===== config.mk =====
export PLATFORM = sky130hd
export DESIGN_NAME = dco_trim_ctrl
export DESIGN_NICKNAME = d
export VERILOG_FILES = /design/src/rtl/dco_trim_ctrl.sv
export SDC_FILE = /design/constraint.sdc
export NUM_CORES = 1
export LEC_CHECK = 0
export ABC_AREA = 1
export ABC_CLOCK_PERIOD_IN_PS = 5600
export BUFFER_PORTS_ARGS = -buffer_cell sky130_fd_sc_hd__buf_4
export CAP_MARGIN = 20
export CORE_ASPECT_RATIO = 0.9
export CORE_MARGIN = 3
export CORE_UTILIZATION = 63
export CTS_CLUSTER_DIAMETER = 30
export DETAILED_ROUTE_END_ITERATION = 16
export HOLD_SLACK_MARGIN = 0.03
export PLACE_DENSITY = 0.86
export SLEW_MARGIN = 5
export SYNTH_ARGS = -nofsm -noshare
export SYNTH_HDL_FRONTEND = slang
export SYNTH_SLANG_ARGS = --single-unit

===== constraint.sdc =====
create_clock -name clock -period 5.6 [get_ports clock]
set_clock_uncertainty 0.15 [all_clocks]
set_input_delay 0.84 -clock clock [delete_from_list [all_inputs] [get_ports clock]]
set_output_delay 0.84 -clock clock [all_outputs]
set_load 0.03 [all_outputs]

===== src/rtl/dco_trim_ctrl.sv =====
// Frequency-lock loop for the 13-stage trimmed DCO: counts DCO cycles per reference period and steps a 0..26 trim code.
// Optional macro DCO_BYPASS_EN adds dco_mode/ext_trim for a direct trim override.
module dco_trim_ctrl #(
  parameter int CW        = 8,
  parameter int TOL       = 1,
  parameter int LOCK_N    = 4,
  parameter int INIT_CODE = 13
) (
  input  logic          clock,
  input  logic          resetb,
  input  logic          enable,
  input  logic          ref_in,
  input  logic [CW-1:0] div,
`ifdef DCO_BYPASS_EN
  input  logic          dco_mode,
  input  logic [25:0]   ext_trim,
`endif
  output logic [25:0]   trim,
  output logic [4:0]    code,
  output logic          locked
);

  typedef enum logic [2:0] {
    IDLE    = 3'd0,
    SYNC    = 3'd1,
    MEASURE = 3'd2,
    ADJUST  = 3'd3,
    DISCARD = 3'd4
  } state_t;

  localparam int              LCW      = $clog2(LOCK_N + 1);
  localparam logic [CW-1:0]   CNT_MAX  = {CW{1'b1}};
  localparam logic [CW:0]     TOL_W    = (CW+1)'(TOL);
  localparam logic [4:0]      INIT_C   = 5'(INIT_CODE);
  localparam logic [4:0]      MAX_CODE = 5'd26;
  localparam logic [LCW-1:0]  LOCK_MAX = LCW'(LOCK_N);

  // Primary stages 0..12 fill first, then secondary stages 13..25.
  function automatic logic [25:0] expand(input logic [4:0] n);
    logic [25:0] w;
    w = 26'd0;
    for (int i = 0; i < 13; i++) begin
      w[i]      = (5'(i) < n);
      w[13 + i] = (5'(i + 13) < n);
    end
    return w;
  endfunction

  state_t         state_r;
  logic [2:0]     sync_r;
  logic [CW-1:0]  cnt_r;
  logic [CW-1:0]  meas_r;
  logic [LCW-1:0] lock_cnt_r;
  logic [4:0]     code_r;
  logic [25:0]    trim_r;
  logic           locked_r;

  logic           ref_edge_s;
  logic           bypass_s;
  logic           too_fast_s;
  logic           too_slow_s;
  logic [CW:0]    div_hi_s;
  logic [CW:0]    div_lo_s;
  logic [CW:0]    meas_w_s;
  logic [4:0]     code_up_s;
  logic [4:0]     code_dn_s;
  logic [LCW-1:0] lock_inc_s;

`ifdef DCO_BYPASS_EN
  assign bypass_s = dco_mode;
`else
  assign bypass_s = 1'b0;
`endif

  assign ref_edge_s = sync_r[1] & ~sync_r[2];
  assign trim       = trim_r;
  assign code       = code_r;
  assign locked     = locked_r;

  // Classify the last measurement and precompute saturating code/lock steps.
  always_comb begin
    div_hi_s = {1'b0, div} + TOL_W;
    if ({1'b0, div} > TOL_W) begin
      div_lo_s = {1'b0, div} - TOL_W;
    end else begin
      div_lo_s = {(CW+1){1'b0}};
    end
    meas_w_s   = {1'b0, meas_r};
    too_fast_s = (meas_r == CNT_MAX) || (meas_w_s > div_hi_s);
    too_slow_s = !too_fast_s && (meas_w_s < div_lo_s);
    if (code_r == MAX_CODE) begin
      code_up_s = code_r;
    end else begin
      code_up_s = code_r + 5'd1;
    end
    if (code_r == 5'd0) begin
      code_dn_s = code_r;
    end else begin
      code_dn_s = code_r - 5'd1;
    end
    if (lock_cnt_r == LOCK_MAX) begin
      lock_inc_s = lock_cnt_r;
    end else begin
      lock_inc_s = lock_cnt_r + LCW'(1);
    end
  end

  // Three-flop synchronizer for the asynchronous reference.
  always_ff @(posedge clock or negedge resetb) begin
    if (!resetb) begin
      sync_r <= 3'b000;
    end else begin
      sync_r <= {sync_r[1:0], ref_in};
    end
  end

  // Saturating period counter; restarts at 1 on each reference edge.
  always_ff @(posedge clock or negedge resetb) begin
    if (!resetb) begin
      cnt_r  <= {CW{1'b0}};
      meas_r <= {CW{1'b0}};
    end else if (state_r == IDLE) begin
      cnt_r <= {CW{1'b0}};
    end else if (ref_edge_s) begin
      meas_r <= cnt_r;
      cnt_r  <= CW'(1);
    end else if (cnt_r != CNT_MAX) begin
      cnt_r <= cnt_r + CW'(1);
    end
  end

  // Loop FSM: a code change invalidates the period in flight, so it is discarded.
  always_ff @(posedge clock or negedge resetb) begin
    if (!resetb) begin
      state_r    <= IDLE;
      code_r     <= INIT_C;
      locked_r   <= 1'b0;
      lock_cnt_r <= {LCW{1'b0}};
    end else if (bypass_s || !enable) begin
      state_r    <= IDLE;
      code_r     <= INIT_C;
      locked_r   <= 1'b0;
      lock_cnt_r <= {LCW{1'b0}};
    end else begin
      case (state_r)
        IDLE: state_r <= SYNC;
        SYNC: begin
          if (ref_edge_s) state_r <= MEASURE;
        end
        MEASURE: begin
          if (ref_edge_s) begin
            state_r <= ADJUST;
          end else if (cnt_r == CNT_MAX) begin
            locked_r   <= 1'b0;
            lock_cnt_r <= {LCW{1'b0}};
          end
        end
        ADJUST: begin
          if (too_fast_s || too_slow_s) begin
            code_r     <= too_fast_s ? code_up_s : code_dn_s;
            locked_r   <= 1'b0;
            lock_cnt_r <= {LCW{1'b0}};
            if ((too_fast_s ? code_up_s : code_dn_s) != code_r) begin
              state_r <= DISCARD;
            end else begin
              state_r <= MEASURE;
            end
          end else begin
            lock_cnt_r <= lock_inc_s;
            locked_r   <= (lock_inc_s == LOCK_MAX);
            state_r    <= MEASURE;
          end
        end
        DISCARD: begin
          if (ref_edge_s) state_r <= MEASURE;
        end
        default: state_r <= IDLE;
      endcase
    end
  end

  // Trim word follows the code one cycle later.
  always_ff @(posedge clock or negedge resetb) begin
    if (!resetb) begin
      trim_r <= expand(INIT_C);
    end else begin
`ifdef DCO_BYPASS_EN
      trim_r <= dco_mode ? ext_trim : expand(code_r);
`else
      trim_r <= expand(code_r);
`endif
    end
  end

endmodule


Word-level counts from Yosys, hierarchy flattened
Index checks and enable logic that the tools add are counted. W data, S select, Z words.

Register bits: 57. Bits of input ports: 12. Output and inout port bits: 32. Logic and storage cells: 103.

Add/subtract/negate cells: 6. Magnitude comparators: 29. Eq/ne operators: 18. Muxes and demuxes: 27. Bitwise logic cells: 3. Reduce and logical (&&, ||, !) cells: 12.

Operators with widths (number): $lt A5 B5 Y1 const A (10); $lt A4 B5 Y1 const A (8); $mux W3 (10); $mux W5 (6); $mux W8 (3); $lt A3 B5 Y1 const A (4); $eq A8 B8 Y1 const B (2); $pmux W3 S4 (1); $lt A1 B5 Y1 const A (2); $lt A2 B5 Y1 const A (2); $add A8 B1 Y9 const B (1); $eq A3 B3 Y1 const B (3); $gt A8 B9 Y1 (1); $lt A8 B9 Y1 (1); $mux W9 (1); $ne A3 B3 Y1 const B (3); $sub A8 B1 Y9 const B (1); $add A8 B1 Y8 const B (1); $gt A8 B1 Y1 const B (1); $ne A8 B8 Y1 const B (1); $eq A3 B2 Y1 const B (2); $pmux W3 S2 (1); $reduce_and A2 Y1 (3); $add A5 B1 Y5 const B (1); 20 further kinds (26).

Longest topological paths before layout
Depth after elaboration: 9. Depth in mapped cells: 20. Depth with buffers taken out: 19.

Worst setup path before layout
No wires, ideal clock.

Path kind: input to register. Start point: input port div[2]. End point: register code_r[4] (netlist: code[4]). Library setup time: 0.119 ns. Arrival: 2.801 ns. Data required time: 5.331 ns. Slack: 2.530 ns. Stages: 18. Path buffers: 1. Cells stage by stage: buf_6 -> inv_1 -> nor4_1 -> nand3_1 -> nor2_1 -> xnor2_1 -> ha_1 -> nand3_1 -> nor2_1 -> nand2_1 -> nand3_1 -> nand2_4 -> nand2_4 -> clkinv_4 -> nand3_4 -> nand2_4 -> nand2_1 -> nand2_1.

Word-level cells in the longest chain between the ends: 8. Elaborated cells on any way between the ends: 16. Classes of those cells: 2 x add/sub; 3 x order compare; 1 x eq/ne; 5 x mux; 5 x reduce/logical.

RTL lines: from (decl) (line 13) `input logic [CW-1:0] div,`; $add A8 B1 Y9 (line 82) `div_hi_s = {1'b0, div} + TOL_W;`; $gt A8 B9 Y1 (line 89) `too_fast_s = (meas_r == CNT_MAX) || (meas_w_s > div_hi_s);`; $logic_or A1 B1 Y1 (line 89); $logic_not A1 Y1 (line 90) `too_slow_s = !too_fast_s && (meas_w_s < div_lo_s);`; $logic_and A1 B1 Y1 (line 90); $logic_or A1 B1 Y1 (line 159) `if (too_fast_s || too_slow_s) begin`; $ne A2 B1 Y1 (no line); $reduce_and A2 Y1 (no line); to (signal assigned) (line 160) `code_r <= too_fast_s ? code_up_s : code_dn_s;`; to (decl) (line 54) `logic [4:0] code_r;`.

Parallel ways exist; a longest one is shown, timed or not. The select of a mux whose other input is x is not followed. A chain may end at the register's enable or synchronous reset.

Worst setup path in the final report
Start point: input port div[2]. End point: register state_r[1].

Word-level cells in the longest chain between the ends: 9. Elaborated cells on any way between the ends: 16. Classes of those cells: 2 x add/sub; 3 x order compare; 1 x eq/ne; 6 x mux; 4 x reduce/logical.

RTL lines: $add A8 B1 Y9 (line 82); $gt A8 B9 Y1 (line 89); $logic_or A1 B1 Y1 (line 89); $mux W5 or $logic_not A1 Y1 (tied branches) (line 163, 90); $ne A5 B5 Y1 or $logic_and A1 B1 Y1 (tied branches) (line 163, 90); $mux W3 or $logic_or A1 B1 Y1 (tied branches) (line 163, 159); $mux W3 * (line 159); $pmux W3 S4 * (line 145) `case (state_r)`; $mux W3 * (line 139) `end else if (bypass_s || !enable) begin`; to (signal assigned) (line 140) `state_r <= IDLE;`; to (signal assigned) (line 146) `IDLE: state_r <= SYNC;`; to (signal assigned) (line 164) `state_r <= DISCARD;`; to (decl) (line 49) `state_t state_r;`.

Every way passes the cells marked *; elsewhere a longest branch is shown, timed or not.

==> out/results.tsv <==
stage	metric	value	unit
drt	viasPerCell	5.52	
floorplan	die_y	75.8	um
yosys	yosys_warnings	0	
cts	h-tree-depth	3	
sta	finalHoldViolations	0	
floorplan	rows	24	
global_routing	grt_pass1_wl	12.3	mm
yosys	synth_largest_area_cell	dfrtp_1	
yosys	syn_area	3410	sq um
cts	postCtsHoldBufs	0	
pwr	leakage	2.01	nW
floorplan	core_area	5040	sq um
drt	wire_per_inst	13.9	um
critical_path	cp.required	5.67	ns
cts	cts_tree	built	
yosys	synth_area_leaders	dfrtp_1 30%, dfstp_2 12%, nand2_1 9.9%	
drt	vias	2941	
global_routing	grt_use_total	24.7	%
sta	final.setup.tns	0	ns
sta	rsz0062_at_grt	false	
drt	drcViolationCount	0	
cts	insertion_delay	0.33	ns
hold_path	hp-class	reg2reg	
cts	clock-sinks	57	
yosys	synthDistinctLibCells	42	
sta	drv_slew	0	
critical_path	cp-end-kind	flip-flop	
global_routing	grt_max_degree	58	
drt	wirelength	7.41	mm
finish	final_util	77.6	%
yosys	ys_ff_latch	57	
placement	dp_worst_setup_slack	2.26	ns
finish	syn2layout_area_growth	14.7	%
status	status	finished, final reports clean	
placement	portBuffers	43	
floorplan	die_w	83.6	um
global_routing	antenna_found_initial	0	
pwr	ir_drop	0.280	mV
cts	post_cts_resized	0	
sta	hold_ws	0.205	ns
sta	worst_pin_slew	0.694	ns
cts	cts_buffer_depth	2	
critical_path	arrival	3.13	ns
cts	clk_pin_slew	0.06	ns
cts	cts_made_buffers	9	
yosys	synth_top_area_share	30.1	%
yosys	syn_area_per_cell	8.17	sq um
finish	diodes	0	
pwr	power.total	1.44	mW
critical_path	worst-path-max-fanout	9	
placement	dp.final_hpwl	5.47	mm
yosys	synth_edf_count	0	
cts	postCtsSetupBuffers	0	
finish	fin_nets	500	
floorplan	io_pins	44	
critical_path	critPathKind	in2reg	
sta	slew-limit-headroom	53.8	%
cts	cts_root_buf	clkbuf_8	
pwr	powerDensity	367	nW/um^2
drt	firstDrtPassIters	5	
yosys	synth-main-ff-cell	dfrtp_1	
sta	worst_slack	2.55	ns
sta	timing.fmax	328	MHz
yosys	synth_nets	455	
yosys	syn_inst	418	
floorplan	dieArea	6340	sq um
floorplan	initial_core_util	67.7	%
flow_run	cap_violations	0	
global_routing	gr-total-overflow	0	
global_routing	grt_pass1_vias	2765	
finish	post_route_cells_drive_above_1_share	21.8	%
drt	drtAntennaViolNets	0	
sta	setup_violations	0	
critical_path	critPathLaunchType	input port	
sta	finalCriticalPeriod	3.05	ns
drt	drt_iter0_drc	169	
yosys	synth_seq_area_share	42.4	%
yosys	ys_async_sr_fraction	100	%
placement	gp_congestion	0.865	
sta	period_share	54.5	%
-- layout by cell type, fill, tap and decap left out, drive strengths merged, types with 6 or more instances in the layout --
master / count
nand2: 98
inv: 63
buf: 43
nor2: 43
dfrtp: 41
o21ai: 36
nand3: 35
ha: 25
dfstp: 16
clkbuf: 12
a21oi: 9
nand4: 8
xor2: 6
a31oi: 6
-- path summary, 6_finish.rpt --
| check | from | to | slack, ns | depth (start not counted) |
|---|---|---|---|---|
| worst max register to register | code[4] | code[1] | 3.58 | 9 |
| worst min-delay path | sync_r[0] | sync_r[1] | 0.21 | 0 |
| worst max-delay path | div[2] | state_r[1] | 2.55 | 19 |
| worst min register to register | sync_r[0] | sync_r[1] | 0.21 | 0 |
| max in group asynchronous | resetb | lock_cnt_r[0] | 4.43 | 1 |
| min in group asynchronous | resetb | trim[15] | 0.39 | 1 |
-- layer usage --
| metal | up-vias | wire, um | track usage [%] |
|---|---|---|---|
| met5 | - | 0 | 0 |
| met4 | 0 | 156 | 9.64 |
| met3 | 23 | 459 | 7.68 |
| met2 | 103 | 3580 | 42.9 |
| met1 | 1374 | 3210 | 29.4 |
| li1 | 1441 | - | - |
-- registers in the layout (all words and copies together), names as in the netlist --
name	flops
locked	1
code	5
meas_r	8
lock_cnt_r	3
cnt_r	8
sync_r	3
trim	26
state_r	3
-- where the power goes --
group	internal, mW	leakage [nW]	switching [mW]
Combinational	0.178	1.20	0.356
Clock	0.158	0.0801	0.155
Sequential	0.523	0.727	0.0671
-- kinds of logic after synthesis --
group | share of synthesized area [%]
compound gates | 10.0
xor+xnor | 2.31
fa+ha+maj | 9.16
buf+inv | 9.05
flops | 42.4
mux | 0.330
simple gates | 26.8
-- synthesized netlist by cell type (all sizes together) (3+ instances only) --
| cell | n |
|---|---|
| nand2 | 98 |
| buf | 6 |
| o21ai | 36 |
| ha | 25 |
| dfstp | 16 |
| nor3 | 5 |
| nor2 | 43 |
| a31oi | 6 |
| dfrtp | 41 |
| nand4 | 8 |
| nand3 | 35 |
| clkbuf | 3 |
| xnor2 | 3 |
| inv | 63 |
| xor2 | 6 |
| a21oi | 9 |
-- through the flow --
| step | instances | area, sq um |
|---|---|---|
| 2_1_floorplan | 418 | 3410 |
| 3_3_place_gp | 517 | 3760 |
| 3_5_place_dp | 517 | 3760 |
| 4_1_cts | 533 | 3920 |
| 5_1_grt | 533 | 3920 |
| 6_report | 533 | 3920 |
-- final cells by class --
cell class / instances / area, sq um
clock inverter: 4 / 22.5
timing repair buffer: 43 / 323
sequential: 57 / 1450
clock buffer: 12 / 135
tap: 65 / 81.3
fill: 368 / 1130
inverter: 65 / 249
multi-input combinational: 287 / 1660
-- worst max-delay path, stage by stage --
cell	delay, ns
buf_4	0.14
inv_1	0.08
nor4_1	0.39
nand3_1	0.15
nor2_1	0.14
xnor2_1	0.14
ha_1	0.26
nand3_1	0.11
inv_1	0.05
o21ai_0	0.08
nand3_1	0.16
nand2_4	0.11
nand2_4	0.09
nand2_1	0.07
nand2_1	0.07
inv_2	0.06
nand3_1	0.07
nand2_1	0.06
nand2_1	0.05
No activity file was read; power rests on OpenSTA's default activity.
